<file path="src/rtl/smoothgrad_polar_stream_sequencer_8ch.sv">
// ---------------------------------------------------------------------------
// smoothgrad_polar_stream_sequencer_8ch
//
// Upstream feeder for the 8-channel polar smooth-gradient accumulator.
// On an accepted START it latches eight gradient magnitudes and signs, then
// walks the channels round-robin (0..7 = one sweep) for FRAME_LEN sweeps.
// Each cycle the active channel's magnitude is compared against a free
// running Fibonacci LFSR to produce one unipolar stochastic bit, so over a
// full LFSR period the bit density of channel k is mag_k / (2^N - 1).
//
// Ports
//   CLK        rising-edge clock
//   INIT_n     asynchronous active-low reset
//   START      frame request, only honoured in IDLE
//   STOP       abort the running frame (wins over HOLD)
//   HOLD       pause: freezes LFSR, counters and registered outputs
//   GRAD_MAG   packed magnitudes, channel k at [k*N +: N]
//   GRAD_SIGN  per-channel signs
//   IN_SS      stochastic bits, one per channel (only the active bit updates)
//   SIGN       signs latched at START acceptance
//   regIndex   active channel
//   EN         accumulator update enable (combinational: RUN & ~HOLD)
//   BUSY       high while in RUN, including held cycles
//   DONE       one-cycle pulse after the last cycle of the frame
//
// Handshake: EN is a valid-only qualifier towards the accumulator. There is
// no ready; the accumulator must consume {IN_SS[regIndex], SIGN[regIndex],
// regIndex} on every rising CLK edge where EN=1 and ignore all others.
// BUSY and DONE expose the FSM state (RUN and DONE respectively; both low
// means IDLE).
// ---------------------------------------------------------------------------
module smoothgrad_polar_stream_sequencer_8ch #(
    parameter int             N         = 8,
    parameter int             FRAME_LEN = 256,
    parameter logic [N-1:0]   LFSR_SEED = N'('hA5)
) (
    input  logic             CLK,
    input  logic             INIT_n,
    input  logic             START,
    input  logic             STOP,
    input  logic             HOLD,
    input  logic [8*N-1:0]   GRAD_MAG,
    input  logic [7:0]       GRAD_SIGN,
    output logic [7:0]       IN_SS,
    output logic [7:0]       SIGN,
    output logic [2:0]       regIndex,
    output logic             EN,
    output logic             BUSY,
    output logic             DONE
);

    typedef enum logic [1:0] {
        ST_IDLE = 2'd0,
        ST_RUN  = 2'd1,
        ST_DONE = 2'd2
    } state_t;

    // Feedback taps at bits N-1, N-3, N-4, N-5 (7,5,4,3 for N=8), which is
    // the maximal-length polynomial x^8+x^6+x^5+x^4+1.
    localparam logic [N-1:0] TAP_MASK =
        N'((1 << (N-1)) | (1 << (N-3)) | (1 << (N-4)) | (1 << (N-5)));

    localparam logic [15:0] LAST_SWEEP = 16'(FRAME_LEN - 1);

    state_t         state;
    logic [N-1:0]   lfsr;
    logic [15:0]    sweep_cnt;
    logic [8*N-1:0] mag_sh;

    logic [N-1:0]   lfsr_next;
    logic [2:0]     idx_next;
    logic [N-1:0]   mag_arr [8];
    logic [N-1:0]   mag_next;
    logic           last_step;
    logic           seed_bit;

    always_comb begin
        for (int k = 0; k < 8; k++) begin
            mag_arr[k] = mag_sh[k*N +: N];
        end
    end

    assign lfsr_next = {lfsr[N-2:0], ^(lfsr & TAP_MASK)};
    assign idx_next  = regIndex + 3'd1;
    assign mag_next  = mag_arr[idx_next];

    // The final cycle of a frame is regIndex=7 of sweep FRAME_LEN-1.
    assign last_step = (regIndex == 3'd7) && (sweep_cnt == LAST_SWEEP);

    // First bit of a frame uses the seed itself against the incoming mag0,
    // since the shadow register is only being loaded on that same edge.
    assign seed_bit = (LFSR_SEED <= GRAD_MAG[N-1:0]);

    // Only EN is combinational so that a HOLD raised in this cycle already
    // suppresses the accumulator update at the coming edge.
    assign EN = (state == ST_RUN) && !HOLD;

    always_ff @(posedge CLK or negedge INIT_n) begin
        if (!INIT_n) begin
            state     <= ST_IDLE;
            lfsr      <= LFSR_SEED;
            sweep_cnt <= '0;
            mag_sh    <= '0;
            IN_SS     <= '0;
            SIGN      <= '0;
            regIndex  <= '0;
            BUSY      <= 1'b0;
            DONE      <= 1'b0;
        end else begin
            case (state)
                ST_IDLE: begin
                    DONE <= 1'b0;
                    if (START) begin
                        state     <= ST_RUN;
                        BUSY      <= 1'b1;
                        mag_sh    <= GRAD_MAG;
                        SIGN      <= GRAD_SIGN;
                        lfsr      <= LFSR_SEED;
                        regIndex  <= 3'd0;
                        sweep_cnt <= '0;
                        // Other bits are already zero after reset/STOP/DONE.
                        IN_SS     <= {7'b0, seed_bit};
                    end
                end

                ST_RUN: begin
                    if (STOP) begin
                        // Abort: SIGN and regIndex deliberately hold.
                        state <= ST_IDLE;
                        BUSY  <= 1'b0;
                        IN_SS <= '0;
                    end else if (!HOLD) begin
                        lfsr     <= lfsr_next;
                        regIndex <= idx_next;
                        if (regIndex == 3'd7) begin
                            sweep_cnt <= sweep_cnt + 16'd1;
                        end
                        if (last_step) begin
                            state <= ST_DONE;
                            BUSY  <= 1'b0;
                            DONE  <= 1'b1;
                            IN_SS <= '0;
                        end else begin
                            IN_SS[idx_next] <= (lfsr_next <= mag_next);
                        end
                    end
                end

                ST_DONE: begin
                    state <= ST_IDLE;
                    DONE  <= 1'b0;
                end

                default: begin
                    state <= ST_IDLE;
                    BUSY  <= 1'b0;
                    DONE  <= 1'b0;
                    IN_SS <= '0;
                end
            endcase
        end
    end

endmodule

</file>
<file path="config.mk">
export PLATFORM = sky130hd
export DESIGN_NAME = smoothgrad_polar_stream_sequencer_8ch
export DESIGN_NICKNAME = d
export VERILOG_FILES = /design/src/rtl/smoothgrad_polar_stream_sequencer_8ch.sv
export SDC_FILE = /design/constraint.sdc
export NUM_CORES = 1
export LEC_CHECK = 0
export CORE_ASPECT_RATIO = 0.6
export CORE_MARGIN = 3
export CORE_UTILIZATION = 23
export DETAILED_ROUTE_END_ITERATION = 8
export GPL_ROUTABILITY_DRIVEN = 0
export PLACE_DENSITY = 0.4
export SLEW_MARGIN = 20
export SYNTH_ARGS = -nofsm -noshare
export SYNTH_HDL_FRONTEND = slang
export SYNTH_SLANG_ARGS = --single-unit
</file>
<file path="constraint.sdc">
create_clock -name CLK -period 3.8 [get_ports CLK]
set_input_delay 0.57 -clock CLK [delete_from_list [all_inputs] [get_ports CLK]]
set_output_delay 0.57 -clock CLK [all_outputs]
set_load 0.05 [all_outputs]
</file>
==> flow_summary.yaml <==
run_status:
  status: "finished, final reports clean"
logic_synthesis:
  synth-edff-count: 0
  synth_area_leaders: "dfrtp_1, mux2_2, mux4_2, ha_1, nor2_1"
  netlist_area_um2: 5333
  synth-warning-count: 0
  synth-seq-cells: 111
  syn_inst: 434
  async_reset_ff_share_pct: 100.0
  synth_area_per_cell_um2: 12.29
  synth_nets: 522
  synth.top_cell.area_share_pct: 50.21
  yosysUniqueCellTypes: 56
  yosysSeqAreaShare_pct: 52.18
  synth_top_area_cell: "dfrtp_1"
  ys.flop_type: "dfrtp_1"
sta:
  skew_ps: 10.05
  layout_min_cycle_time_ps: 3030
  worst_pin_slew_ps: 980.6
  rsz0062_at_grt: "false"
  slew_violations: 0
  max_freq_mhz: 330.1
  relSlewSlack_pct: 34.62
  fin_crit_sh_pct: 79.73
  hold_violations: 0
  setup_viol: 0
  fin_tns_setup_ps: 0
setup_path:
  worstPathRequired_ps: 4070
  reg2reg_from: "regIndex[1]"
  arrival_ps: 3300
  worstSetupStartpointType: "flip-flop"
  path_max_fanout: 11
  rr_endpoint: "IN_SS[6]"
  crit_start: "regIndex[1]"
  rrSetupSlack_ps: 770
  end_kind: "flip-flop"
  r2r_cells: 11
  crit_type: "flip-flop to flip-flop"
pwr:
  p_leak_uw: 0.002744
  clkPwrFrac_pct: 21.7
  power_frac_seq_pct: 37.0
  p_per_area_nw_per_um2: 661.5
  combPwrFrac_pct: 41.3
  vdd_drop_max_mv: 0.3093
  p_sw_uw: 1729
  power.internal_uw: 2883
  p_sw_share_pct: 37.49
grt:
  grt_use_total_pct: 12.79
  grt_max_degree: 88
  grt_first_pass_wirelength_um: 24250
  antenna_found_initial: 0
  grt_pass1_vias: 4081
  grt_overflow: 0
clock_tree:
  worstSkewPairLatency_ps: 360
  clockRootBuffer: "clkbuf_16"
  cts_buffer_depth: 2
  cts_tree: "yes"
  numCtsBuffers: 9
  ctsHoldBuffers: 0
  cts_resized: 0
  cts.sinks: 111
  cts_setup_buffers: 0
  htreeDepth: 3
  clkTransAtPathRegs_ps: 80
placed_design:
  placedCellCount: 821
  port_buffers: 98
  dp_hpwl_um: 11060
route:
  wire_per_inst_um: 18.00
  viasPerCell: 4.523
  drcViolationCount: 0
  first_pass_iters: 5
  drtIter0Drc: 208
  antenna_left: 0
  num_vias: 3786
  wl_um: 15070
floorplanning:
  die_w_um: 202.6
  rows: 42
  start_util_pct: 23.82
  io-pin-count: 99
  coreArea_um2: 22390
  dieArea_um2: 25110
  die_h_um: 123.9
cells_and_area:
  drive_gt1_share_pct: 21.93
  num-nets-final: 612
  instances_no_fill: 837
  syn_to_final_growth_pct: 30.74
  antenna_cells: 0
  final_cell_mix: "dfrtp_1, clkdlybuf4s50_1, mux2_2, nor2_1, a21oi_1"
  final_common_cell: "dfrtp_1"
job:
  drv_cap: 0
min_path:
  worstHoldPathType: "input pin to asynchronous set/reset pin"
==> worst max-delay path, cell delays in order, from the launching register on <==
cell and delay, ps:
dfrtp_1 400, ha_1 190, ha_1 290, inv_1 290, nor2_1 140, o2bb2ai_1 150
a221oi_1 300, ha_1 310, a21oi_1 150, o21ai_0 100, o22a_1 320, o31ai_1 290
==> per-stage QoR <==
stage / utilization [%] / power [uW] / cell area, um^2 / setup slack, ps / hold slack, ps
CTS: 31.14 / 4690 / 6972 / 742.6 / 399.5
global placement: 29.77 / 3631 / 6664 / 860.4 / 489.1
finish: 31.14 / 4612 / 6972 / 770.2 / 367.2
floorplan: - / 2998 / 5333 / 451.0 / 274.4
detailed placement: 29.77 / 3655 / 6664 / 763.3 / 481.8
global route: 31.14 / 4964 / 6972 / 509.8 / 428.2
==> flip-flops by register name (all words and copies together) (netlist names) <==
| register | cells |
|---|---|
| DONE | 1 |
| state | 2 |
| SIGN | 8 |
| regIndex | 3 |
| IN_SS | 8 |
| sweep_cnt | 16 |
| mag_sh | 64 |
| BUSY | 1 |
| lfsr | 8 |
==> power groups by stage <==
stage          clock network, uW  registers (uW)  logic (uW)
2_1_floorplan                  0            1830        1170
3_3_place_gp                   0            1740        1890
3_5_place_dp                   0            1740        1920
4_1_cts                     1050            1720        1930
5_1_grt                     1090            1750        2120
6_report                    1000            1710        1910
==> worst max path at each step <==
stage and end:
2_1_floorplan IN_SS[6], 3_3_place_gp IN_SS[6], 3_5_place_dp IN_SS[6], 4_1_cts IN_SS[6], 5_1_grt IN_SS[6], 6_report IN_SS[6]
==> final cells by class <==
| cell class | count | area [um^2] |
|---|---|---|
| Clock inverter | 6 | 68.82 |
| Timing Repair Buffer | 105 | 1056 |
| Sequential cell | 111 | 2783 |
| Multi-Input combinational cell | 294 | 2429 |
| Inverter | 3 | 11.26 |
| Tap cell | 308 | 385.4 |
| Clock buffer | 10 | 239.0 |
| Fill cell | 2285 | 15410 |
==> cells by family (layout without fill, tap and decap cells) <==
family / after synthesis / count (layout) / synth area share [%]
DFF: 111 / 111 / 52.18
AOI/OAI and AO/OA: 73 / 73 / 9.221
and+or+nand+nor: 102 / 102 / 10.14
muxes: 91 / 91 / 20.69
xor gates and xnor gates: 17 / 17 / 2.792
buffers and inverters: 29 / 124 / 2.393
adders and majority gates: 11 / 11 / 2.581
==> cell usage after synthesis, types with 4 or more instances <==
cell      instances
nor3_1            6
o22a_1            4
nor2_1           34
mux4_2            8
o21ai_0          16
a22o_1            6
dfrtp_1         107
nand2b_1          4
xnor2_1           9
dfstp_2           4
xor2_1            8
mux2i_1           9
clkbuf_1         14
buf_2             6
nand2_1          16
a21oi_1          18
mux2_2           74
nand3_1           9
ha_1             11
buf_1             4
nand4_1          10
a221oi_1          4
==> per-layer routing <==
| metal | GRT usage, % | share of wire [%] |
|---|---|---|
| met3 | 3.682 | 4.8 |
| met4 | 3.026 | 0.80 |
| met1 | 18.85 | 52 |
| met5 | 0 | 0 |
| met2 | 18.43 | 42 |
(Power assumes the default switching activity.)
